`config.mk`:
```
export PLATFORM = sky130hd
export DESIGN_NAME = spi_peripheral
export DESIGN_NICKNAME = d
export VERILOG_FILES = /design/src/rtl/spi_peripheral.sv
export SDC_FILE = /design/constraint.sdc
export NUM_CORES = 1
export LEC_CHECK = 0
export ABC_AREA = 1
export CAP_MARGIN = 20
export CORE_MARGIN = 2
export CORE_UTILIZATION = 52
export CTS_CLUSTER_SIZE = 8
export DETAILED_ROUTE_END_ITERATION = 10
export PLACE_DENSITY = 0.75
export SKIP_CTS_REPAIR_TIMING = 1
export SYNTH_ARGS = -nofsm -noshare
export SYNTH_HDL_FRONTEND = slang
export SYNTH_SLANG_ARGS = --single-unit
```
`constraint.sdc`:
```
create_clock -name avmm_clk -period 2 [get_ports avmm_clk]
set_input_delay 0.3 -clock avmm_clk [delete_from_list [all_inputs] [get_ports avmm_clk]]
set_output_delay 0.3 -clock avmm_clk [all_outputs]
set_load 0.01 [all_outputs]
```
`src/rtl/spi_peripheral.sv`:
```
// SPI peripheral (slave) with an Avalon-MM register window. SPI pins are
// oversampled in the avmm_clk domain; any CPOL/CPHA mode, 1-32 bit words, MSB first.
module spi_peripheral (
    input  logic        avmm_clk,
    input  logic        avmm_reset,
    input  logic        avmm_cs,
    input  logic [1:0]  avmm_addr,
    input  logic        avmm_write,
    input  logic [31:0] avmm_writedata,
    input  logic        avmm_read,
    output logic [31:0] avmm_readdata,
    output logic        irq,
    input  logic        spi_clk,
    input  logic        spi_cs_n,
    input  logic        spi_mosi,
    output logic        spi_miso
);

    typedef enum logic [1:0] {ST_IDLE, ST_ACTIVE, ST_DONE} state_t;

    state_t      state, next_state;

    logic        clk_meta, clk_sync, clk_prev;
    logic        cs_meta, cs_sync, cs_prev;
    logic        mosi_meta, mosi_sync;

    logic [31:0] ctrl_q, tx_data_q, rx_data_q, tx_shift, rx_shift;
    logic        tx_empty, rx_valid, overrun, underrun, abort_flag;
    logic [5:0]  len_q, bit_cnt, cfg_len;
    logic [4:0]  cfg_msb, len_msb;
    logic        cpol_q, cpha_q, first_q, miso_q;

    logic        clk_rise, clk_fall, cs_rise, cs_fall;
    logic        lead_edge, trail_edge, sample_edge, shift_edge;
    logic        reg_write, reg_read, wr_ctrl, wr_status, wr_tx, rd_rx, busy;
    logic        do_load, do_sample, do_shift, do_commit, do_abort;

    // Two-flop synchronizers plus one history flop for edge detection.
    always_ff @(posedge avmm_clk) begin
        if (avmm_reset) begin
            {clk_meta, clk_sync, clk_prev} <= 3'b000;
            {cs_meta, cs_sync, cs_prev}    <= 3'b111;
            {mosi_meta, mosi_sync}         <= 2'b00;
        end else begin
            {clk_meta, clk_sync, clk_prev} <= {spi_clk, clk_meta, clk_sync};
            {cs_meta, cs_sync, cs_prev}    <= {spi_cs_n, cs_meta, cs_sync};
            {mosi_meta, mosi_sync}         <= {spi_mosi, mosi_meta};
        end
    end

    assign clk_rise    = clk_sync & ~clk_prev;
    assign clk_fall    = ~clk_sync & clk_prev;
    assign cs_rise     = cs_sync & ~cs_prev;
    assign cs_fall     = ~cs_sync & cs_prev;
    assign lead_edge   = cpol_q ? clk_fall : clk_rise;
    assign trail_edge  = cpol_q ? clk_rise : clk_fall;
    assign sample_edge = cpha_q ? trail_edge : lead_edge;
    assign shift_edge  = cpha_q ? lead_edge : trail_edge;

    assign cfg_len = (ctrl_q[10:3] == 8'd0 || ctrl_q[10:3] > 8'd32) ? 6'd32 : ctrl_q[8:3];
    assign cfg_msb = 5'(cfg_len - 6'd1);
    assign len_msb = 5'(len_q - 6'd1);

    assign reg_write = avmm_cs & avmm_write;
    assign reg_read  = avmm_cs & avmm_read & ~avmm_write;
    assign wr_ctrl   = reg_write & (avmm_addr == 2'd0);
    assign wr_status = reg_write & (avmm_addr == 2'd1);
    assign wr_tx     = reg_write & (avmm_addr == 2'd2);
    assign rd_rx     = reg_read  & (avmm_addr == 2'd3);
    assign busy      = (state != ST_IDLE);

    always_ff @(posedge avmm_clk) begin
        if (avmm_reset) state <= ST_IDLE;
        else            state <= next_state;
    end

    always_comb begin
        next_state = state;
        case (state)
            ST_IDLE:   if (ctrl_q[0] && cs_fall) next_state = ST_ACTIVE;
            ST_ACTIVE: if (cs_rise) next_state = (bit_cnt == len_q) ? ST_DONE : ST_IDLE;
            ST_DONE:   next_state = ST_IDLE;
            default:   next_state = ST_IDLE;
        endcase
    end

    // With cpha=1 the first leading edge only launches the already-presented MSB.
    always_comb begin
        do_load   = 1'b0;
        do_sample = 1'b0;
        do_shift  = 1'b0;
        do_commit = 1'b0;
        do_abort  = 1'b0;
        case (state)
            ST_IDLE:   do_load = ctrl_q[0] & cs_fall;
            ST_ACTIVE: begin
                do_sample = sample_edge & (bit_cnt < len_q);
                do_shift  = shift_edge & ~(cpha_q & first_q);
                do_abort  = cs_rise & (bit_cnt != len_q);
            end
            ST_DONE:   do_commit = 1'b1;
            default:   ;
        endcase
    end

    always_ff @(posedge avmm_clk) begin
        if (avmm_reset) begin
            cpol_q   <= 1'b0;
            cpha_q   <= 1'b0;
            len_q    <= 6'd0;
            tx_shift <= 32'd0;
            rx_shift <= 32'd0;
            bit_cnt  <= 6'd0;
            first_q  <= 1'b0;
            miso_q   <= 1'b0;
        end else if (do_load) begin
            cpol_q   <= ctrl_q[1];
            cpha_q   <= ctrl_q[2];
            len_q    <= cfg_len;
            tx_shift <= tx_data_q;
            rx_shift <= 32'd0;
            bit_cnt  <= 6'd0;
            first_q  <= 1'b1;
            miso_q   <= tx_data_q[cfg_msb];
        end else if (state == ST_ACTIVE) begin
            if (do_sample) begin
                rx_shift <= {rx_shift[30:0], mosi_sync};
                bit_cnt  <= bit_cnt + 6'd1;
            end
            if (do_shift)  tx_shift <= tx_shift << 1;
            if (lead_edge) first_q  <= 1'b0;
            miso_q <= tx_shift[len_msb];
        end else begin
            miso_q <= 1'b0;
        end
    end

    // Register file: event-driven sets take priority over CPU clears.
    always_ff @(posedge avmm_clk) begin
        if (avmm_reset) begin
            ctrl_q        <= 32'h81;
            tx_data_q     <= 32'd0;
            tx_empty      <= 1'b1;
            rx_data_q     <= 32'd0;
            rx_valid      <= 1'b0;
            overrun       <= 1'b0;
            underrun      <= 1'b0;
            abort_flag    <= 1'b0;
            avmm_readdata <= 32'd0;
        end else begin
            if (wr_ctrl) ctrl_q <= avmm_writedata;
            if (wr_tx)   tx_data_q <= avmm_writedata;

            if (wr_tx)        tx_empty <= 1'b0;
            else if (do_load) tx_empty <= 1'b1;

            if (do_load && tx_empty)                underrun <= 1'b1;
            else if (wr_status && avmm_writedata[4]) underrun <= 1'b0;

            if (do_commit && rx_valid)               overrun <= 1'b1;
            else if (wr_status && avmm_writedata[3]) overrun <= 1'b0;

            if (do_abort)                            abort_flag <= 1'b1;
            else if (wr_status && avmm_writedata[5]) abort_flag <= 1'b0;

            if (do_commit) rx_data_q <= rx_shift;

            if (do_commit)  rx_valid <= 1'b1;
            else if (rd_rx) rx_valid <= 1'b0;

            if (reg_read) begin
                case (avmm_addr)
                    2'd0:    avmm_readdata <= ctrl_q;
                    2'd1:    avmm_readdata <= {26'd0, abort_flag, underrun, overrun,
                                               tx_empty, rx_valid, busy};
                    2'd2:    avmm_readdata <= tx_data_q;
                    default: avmm_readdata <= rx_data_q;
                endcase
            end
        end
    end

    assign irq      = ctrl_q[19] & rx_valid;
    assign spi_miso = miso_q;

endmodule

```
======== Word-level counts from Yosys, hierarchy flattened ========
Cells that the tools add are included.
word-level totals
  register bits after elaboration ......... 223
  logic and storage cells ................. 126
  input bits .............................. 42
operators by class
  reductions and logical operators ........ 24
  multiplexer cells ....................... 37
  bitwise gates (word level) .............. 23
  eq/ne operators ......................... 9
  order comparisons ....................... 4
  add/subtract/negate cells ............... 3
operator list
  cell                                                        count
  2-to-1 mux 32 bit                                           3
  case mux 32 bit (3 select lines)                            1
  2-to-1 mux 1 bit                                            26
  nonzero test 2 bit                                          9
  AND 1 bit                                                   17
  less-than comparator 5 x 6 -> 1 bit, second input constant  2
  binary-select mux 1 bit (select 5 bit)                      2
  subtractor 5 x 1 -> 5 bit, second input constant            2
  > comparator 8 x 6 -> 1 bit, second input constant          1
  logical NOT 8 bit                                           1
  AND reduction 2 bit                                         4
  adder 6 x 1 -> 6 bit, second input constant                 1
  equality test 2 bit, second input constant                  3
  equality test 6 bit                                         1
  logical AND 1 bit                                           6
  less-than comparator 6 bit                                  1
  2-to-1 mux 2 bit                                            3
  2-to-1 mux 6 bit                                            1
  inequality test 6 bit                                       1
  inverter 1 bit                                              6
  equality test 2 x 1 -> 1 bit, second input constant         2
  logical NOT 2 bit                                           2
  inequality test 2 bit, second input constant                2
  case mux 2 bit (2 select lines)                             1
  other kinds (2)                                             2

======== Depth between registers and ports, before layout ========
Gate-level depths: netlist (run 1).
  depth after elaboration ................. 9
  depth in mapped cells ................... 18

======== Least setup slack after synthesis (run 1) ========
OpenSTA, ideal clock, no wires.
  path kind ............................... register to register
  from .................................... reg ctrl_q[5]
  to ...................................... reg miso_q (netlist: spi_miso)
  arrival time ............................ 2.121 ns
  cell stages (with the launch flop) ...... 19
  library setup time ...................... 0.071 ns
  setup slack ............................. -0.191 ns
  path buffers ............................ 1
  clock period less this slack ............ 2.191 ns
  cell sequence ........................... dfxtp_1 inv_1 nand2_1 nor2_2 nand2_1 nand2_1 nand2_1 ha_1 clkbuf_1 inv_1 a21oi_1 o21ai_0 nand2_1 nand3_1 nand2_1 nand2_1 nand3_1 nand3_1 a21oi_1
on the way
  word-level cells in the longest chain between the ends .. 7
RTL lines
  element                                                           line  text
  from (decl)                                                       27    logic [31:0] ctrl_q, tx_data_q, rx_data_q, tx_shift, rx_shift;
  from (signal assigned)                                            151   if (wr_ctrl) ctrl_q <= avmm_writedata;
  > comparator 8 x 6 -> 1 bit or logical NOT 8 bit (tied branches)  60    assign cfg_len = (ctrl_q[10:3] == 8'd0 || ctrl_q[10:3] > 8'd32) ? 6'd32 : ctrl_q[8:3];
  logical OR 1 bit                                                  60
  2-to-1 mux 6 bit (*)                                              60
  subtractor 5 x 1 -> 5 bit (*)                                     61    assign cfg_msb = 5'(cfg_len - 6'd1);
  binary-select mux 1 bit (select 5 bit) (*)                        124   miso_q <= tx_data_q[cfg_msb];
  2-to-1 mux 1 bit (not written as such) (*)                        124
  2-to-1 mux 1 bit (*)                                              116   end else if (do_load) begin
  to (signal assigned)                                              124
  to (signal assigned)                                              132   miso_q <= tx_shift[len_msb];
  to (decl)                                                         31    logic cpol_q, cpha_q, first_q, miso_q;
Mark *: on every way between the ends. The rest lies on a longest branch, timed or not. The select of a mux whose other input is x is not followed.
A chain may end at the register's enable or synchronous reset.

======== Final worst setup path (run 1) ========
  from .................................... reg ctrl_q[10]
  to ...................................... reg miso_q (netlist: spi_miso)
on the way
  word-level cells in the longest chain between the ends .. 7
RTL lines
  element                                                           line
  > comparator 8 x 6 -> 1 bit or logical NOT 8 bit (tied branches)  60
  logical OR 1 bit (*)                                              60
  2-to-1 mux 6 bit (*)                                              60
  subtractor 5 x 1 -> 5 bit (*)                                     61
  binary-select mux 1 bit (select 5 bit) (*)                        124
  2-to-1 mux 1 bit (not written as such) (*)                        124
  2-to-1 mux 1 bit (*)                                              116
Marks and branches as above.

==> flow_summary_export.csv, run 1 <==
group,metric,value,unit
die,die_area,0.01935,mm^2
synthesis,synth.top_cell.area_share,0.4704,
timing,slew_headroom,0.4843,
synthesis,yosysTopAreaCell,"dfxtp_1",
cts,cts_tree,"yes",
drt,wl_per_cell,17.97,um
timing,fin_worst_skew,0.01375,ns
synthesis,syn_area,0.009490,mm^2
synthesis,synth_nets,1344,
timing,rsz0062_at_grt,"true",
global_route,top_usage_layer,"met2",
timing,tightest_slew,0.7728,ns
timing,tns,-0.01439,ns
final_layout,nets,1446,
placement,dp_slack,-0.08023,ns
power_and_ir_drop,ir_worst_vdd,0.7918,mV
synthesis,yosysUniqueCellTypes,37,
die,die_x,139.1,um
final_layout,num_antenna_cells,0,
global_route,grtUsageMet1,0.3846,
global_route,grt_pass1_wl,44930,um
global_route,grt_util_met2,0.4470,
cts,cts.reportedPaths.clkPinSlew,0.05,ns
synthesis,synthTopCellsByArea,"dfxtp_1, o21ai_0, nand2_1",
final_layout,n_fill_cell,1564,
cts,ctsHtreeMaxLevel,1,
cts,clk_path_buf_depth,3,
synthesis,ys_seq_elements,223,
synthesis,ys_seq_area_frac,0.4704,
worst_setup_path,max_stage_delay,0.35,ns
drt,drtAntennaViolNets,0,
placement,place.gp.congestion,0.9219,
final_layout,area_growth_syn_to_layout,25.15,%
timing,min_period_over_period,1.007,
worst_setup_path,r2r_end,"spi_miso",
die,rows,49,
timing,layout_min_cycle_time,2.014,ns
die,coreArea,0.01796,mm^2
drt,firstDrtPassIters,5,
worst_setup_path,crit_buf_inv,1,
power_and_ir_drop,p_leak,4.739,nW
global_route,grt_overflow_total,0,
worst_setup_path,cpMaxStageDelayCell,"dfxtp_4",
power_and_ir_drop,p_per_area,846.8,mW/mm^2
worst_setup_path,worstPathCellList,"nor2_4 > nand4_1 > nand3_2 > nand2_2 > nand2_2 > ha_4 > buf_6 > a21oi_2 > o21ai_1 > nand2_1 > nand3_1 > nand2_1 > nand2_1 > nand3_1 > nand3_1 > a21oi_1",
final_layout,drive_above_1_share,0.1226,
worst_setup_path,ff2ff_setup_slack,-0.01,ns
drt,vias_per_cell,5.831,
die,io_pins,76,
worst_setup_path,cpLargestDelayFamily,"simple AND/OR/NAND/NOR gates",
placement,dp.cells,1577,
worst_setup_path,ff2ff_path_depth,16,
placement,place_hpwl,19020,um
final_layout,multi_input_area,0.004357,mm^2
drt,routed_wl,29190,um
final_layout,seqCellArea,0.004477,mm^2
placement,io_buffers,75,
timing,setup_slack,-0.01439,ns
drt,drt-initial-drc-count,808,
drt,route.detailed.drc,0,
synthesis,async_flop_share,0,
worst_setup_path,worstSetupEndpoint,"spi_miso",
worst_setup_path,worst-path-max-fanout,5,
drt,vias,9470,
worst_setup_path,critical_path_cell_count,16,
synthesis,synth_ff_type,"dfxtp_1",
timing,max_freq,496.4,MHz
final_layout,fin_area,0.01188,mm^2
global_route,first_global_vias,8752,
timing,hold_viol,0,
synthesis,synth_edf_count,0,
outcome,status,"finished with violations",
synthesis,avgSynthCellArea,7.340,um^2
global_route,grt_max_degree,88,
cts,numCtsBuffers,31,
global_route,antenna_found_initial,0,
synthesis,syn_inst,1293,
timing,slew_viol_final,0,
worst_setup_path,crit_type,"reg -> reg",
synthesis,synth.most_common_cell,"dfxtp_1",
worst_setup_path,cp.arrival,2.49,ns
worst_setup_path,startpoint,"ctrl_q[10]",
worst_setup_path,required,2.47,ns
final_layout,utilization,0.6612,
synthesis,synth_common_cells,"dfxtp_1, nand2_1, o21ai_0",
placement,placed_area,0.01073,mm^2
outcome,violations,"setup timing",
worst_setup_path,endpoint_kind,"register",
final_layout,instances_no_fill,1624,
die,start_util,0.5283,
job,cap_violations,0,
worst_setup_path,crit_path_start_kind,"register",
die,die_h,139.1,um
cts,cts_root_buf,"clkbuf_16",
global_route,track_usage,0.2833,
global_route,grt_use_met3,0.04454,
synthesis,synth_warnings,0,
timing,setup_viol_count_final,1,
cts,clock_latency,0.55,ns
worst_hold_path,hp-class,"in -> reg",
worst_setup_path,reg2reg_from,"ctrl_q[10]",
cts,cts_sinks,223,
-- registers in the layout, summed over array words and instances (netlist names), 2 cells and up --
signal and cells:
avmm_readdata 32, bit_cnt 6, ctrl_q 32, len_q 6, rx_data_q 32, rx_shift 32, state 2, tx_data_q 32
tx_shift 32
-- final cells by class --
cell class,instances,share of cell area
clock inverters,1,0.0007374
clock buffers,32,0.06563
repair inverters,1,0.0006320
well taps,229,0.02412
flip-flops and latches,223,0.3769
repair buffers,153,0.1277
inverters,116,0.03750
multi-input cells,869,0.3668
-- report_power, final --
part | leakage (nW) | internal [mW] | switching (mW)
logic | 2.54 | 0.378 | 0.537
registers | 1.81 | 4.58 | 0.0871
clock network | 0.388 | 2.69 | 1.78
-- placed cells by master (no fill, tap or decap), types with 4 or more instances in the layout --
master / count
o21ai_0: 188
inv_1: 100
a21oi_2: 6
nor2_1: 153
nand2_2: 5
o211ai_1: 32
a211oi_1: 4
a31oi_1: 19
clkbuf_16: 35
o22ai_1: 10
dfxtp_1: 215
nand2_1: 200
dfxtp_2: 7
o21ai_1: 15
inv_2: 13
a41oi_1: 10
nand4_1: 4
nor2_2: 8
buf_12: 8
buf_4: 63
clkdlybuf4s50_1: 74
nand3_1: 48
a21oi_1: 129
ha_4: 6
-- through the flow --
stage,total power [mW],hold WS [ns]
floorplan,5.220,0.3883
global placement,5.604,0.3926
CTS,10.08,0.04985
finish,10.06,0.06595
global route,10.37,0.08473
detailed placement,5.616,0.3968
-- kinds of logic after synthesis --
logic type,count (synthesis),share of synthesized area
simple gates,431,0.1838
compound gates,425,0.2455
flops,223,0.4704
buf+inv,201,0.08477
fa+ha+maj,9,0.01187
xor+xnor,4,0.003692
-- worst min path at each step --
| stage | start | endpoint | slack [ns] | depth (start not counted) |
|---|---|---|---|---|
| CTS | avmm_reset | clk_sync | 0.05 | 2 |
| detailed placement | mosi_meta | mosi_sync | 0.40 | 2 |
| floorplan | clk_meta | clk_sync | 0.39 | 2 |
| global route | avmm_reset | clk_prev | 0.08 | 2 |
| finish | avmm_reset | clk_sync | 0.07 | 2 |
| global placement | mosi_meta | mosi_sync | 0.39 | 2 |
-- metal layers --
layer  wire length, um  share of wire
met3              2310          0.079
met5                 0              0
met2             13360           0.46
met4              1220          0.042
met1             12300           0.42
Note: power is estimated with default switching activity, not from simulation.
==> inputs of run 2 (changes only) <==
CAP_MARGIN = 40   (was 20)
MAX_ROUTING_LAYER = met4   (was default)
==> run 2 against run 1 <==
The run still ends with setup timing left. Worst setup slack lost 0.028 ns. Sequential power is essentially flat. Die area is the same. Via count shrank 2.3%. Clock power grew 0.9%. Hold slack lost 0.027 ns. Count of clock-buffer cells in the layout is the same. Total power grew 0.23%. Routed wire length shrank 4.1%. Largest power group unchanged. Highest routed layer unchanged.
==> flow_summary_export.csv, run 2 (synthesis results as in run 1) <==
group,metric,value,unit
placement,place_hpwl,18860,um
worst_setup_path,worst-path-max-fanout,5,
timing,layout_min_cycle_time,2.042,ns
global_route,antenna_found_initial,0,
timing,max_freq,489.7,MHz
final_layout,num_antenna_cells,0,
global_route,first_global_vias,8454,
worst_setup_path,cp.arrival,2.52,ns
die,coreArea,0.01796,mm^2
die,io_pins,76,
drt,vias,9255,
final_layout,n_fill_cell,1600,
placement,dp_slack,-0.06520,ns
drt,drtAntennaViolNets,0,
power_and_ir_drop,p_leak,4.667,nW
cts,cts_root_buf,"clkbuf_16",
worst_setup_path,crit_type,"reg -> reg",
global_route,track_usage,0.2844,
global_route,grt_overflow_total,0,
timing,setup_viol_count_final,1,
placement,place.gp.congestion,0.9600,
job,cap_violations,0,
cts,cts.reportedPaths.clkPinSlew,0.05,ns
global_route,grtUsageMet1,0.3723,
timing,rsz0062_at_grt,"true",
timing,setup_slack,-0.04218,ns
global_route,grt_pass1_wl,43740,um
global_route,grt_max_degree,102,
die,die_x,139.1,um
global_route,grt_use_met3,0.04316,
final_layout,mostFrequentLayoutCells,"dfxtp_1, nand2_1, o21ai_0",
timing,tightest_slew,0.7202,ns
power_and_ir_drop,p_per_area,859.2,mW/mm^2
global_route,grt_util_met2,0.4467,
outcome,violations,"setup timing",
drt,wl_per_cell,17.35,um
die,die_h,139.1,um
final_layout,instances_no_fill,1613,
timing,fin_worst_skew,0.008492,ns
placement,placed_area,0.01069,mm^2
drt,routed_wl,27990,um
cts,cts_sinks,223,
final_layout,fin_area,0.01173,mm^2
final_layout,nets,1435,
final_layout,utilization,0.6532,
timing,hold_viol,0,
final_layout,drive_above_1_share,0.1171,
placement,io_buffers,75,
drt,vias_per_cell,5.738,
timing,min_period_over_period,1.021,
cts,numCtsBuffers,31,
cts,clk_path_buf_depth,3,
worst_setup_path,endpoint_kind,"register",
die,die_area,0.01935,mm^2
outcome,status,"finished with violations",
die,rows,49,
drt,drt-initial-drc-count,809,
cts,clock_latency,0.55,ns
worst_setup_path,crit_path_start_kind,"register",
global_route,top_usage_layer,"met2",
drt,firstDrtPassIters,6,
cts,cts_tree,"yes",
power_and_ir_drop,ir_worst_vdd,0.6635,mV
die,start_util,0.5283,
timing,slew_headroom,0.5194,
worst_hold_path,hp-class,"in -> reg",
placement,dp.cells,1572,
worst_setup_path,required,2.48,ns
final_layout,layout_commonest_cell,"dfxtp_1",
final_layout,area_growth_syn_to_layout,23.64,%
timing,slew_viol_final,0,
drt,route.detailed.drc,0,
cts,ctsHtreeMaxLevel,1,
## run 2: final cells by class
| cell class | count | area [um^2] | area share |
|---|---|---|---|
| flip-flops and latches | 223 | 4479 | 0.3817 |
| clock inverters | 1 | 20.02 | 0.001706 |
| repair inverters | 2 | 12.51 | 0.001066 |
| repair buffers | 141 | 1349 | 0.1149 |
| clock buffers | 32 | 779.5 | 0.06643 |
| multi-input cells | 869 | 4354 | 0.3711 |
| well taps | 229 | 286.5 | 0.02442 |
| inverters | 116 | 452.9 | 0.03860 |
## run 2: final timing paths
kind	depth (start not counted)	startpoint	end	slack [ns]
min reg2reg	2	mosi_meta	mosi_sync	0.40
max	16	ctrl_q[9]	spi_miso	-0.04
min	2	avmm_reset	clk_sync	0.04
max reg2reg	16	ctrl_q[9]	spi_miso	-0.04
## run 2: report_power, final
| part | switching, mW | total (mW) | internal, mW |
|---|---|---|---|
| combinational | 0.533 | 0.907 | 0.374 |
| sequential | 0.0857 | 4.67 | 4.58 |
| clock | 1.80 | 4.51 | 2.71 |
## run 2: per-stage QoR
stage,TNS (ns),hold slack [ns],power [mW]
finish,-0.04218,0.03847,10.08
global route,-0.1813,0.05463,10.42
CTS,-0.2539,0.03089,10.10
detailed placement,-0.1370,0.3944,5.612
global placement,0,0.3915,5.602
floorplan,0,0.3883,5.220
## run 2: per-layer routing
layer / vias to the layer above / part of all wire / wire (um)
li1: 4503 / - / -
met1: 4361 / 0.44 / 12300
met2: 321 / 0.46 / 12760
met3: 70 / 0.063 / 1770
met4: 0 / 0.041 / 1155
met5: - / 0 / 0
## run 2: critical path, stage by stage, from the launching register on
cell and delay, ns:
dfxtp_4 0.36, inv_2 0.06, nand2_2 0.05, nor2_2 0.14, nand2_2 0.08, nand2_2 0.10
nand2_4 0.07, ha_4 0.31, buf_4 0.13, nand3_1 0.08, nand2_1 0.07, nand3_1 0.07
nand2_1 0.08, nand2_1 0.05, nand3_1 0.08, nand3_1 0.09, a21oi_2 0.14
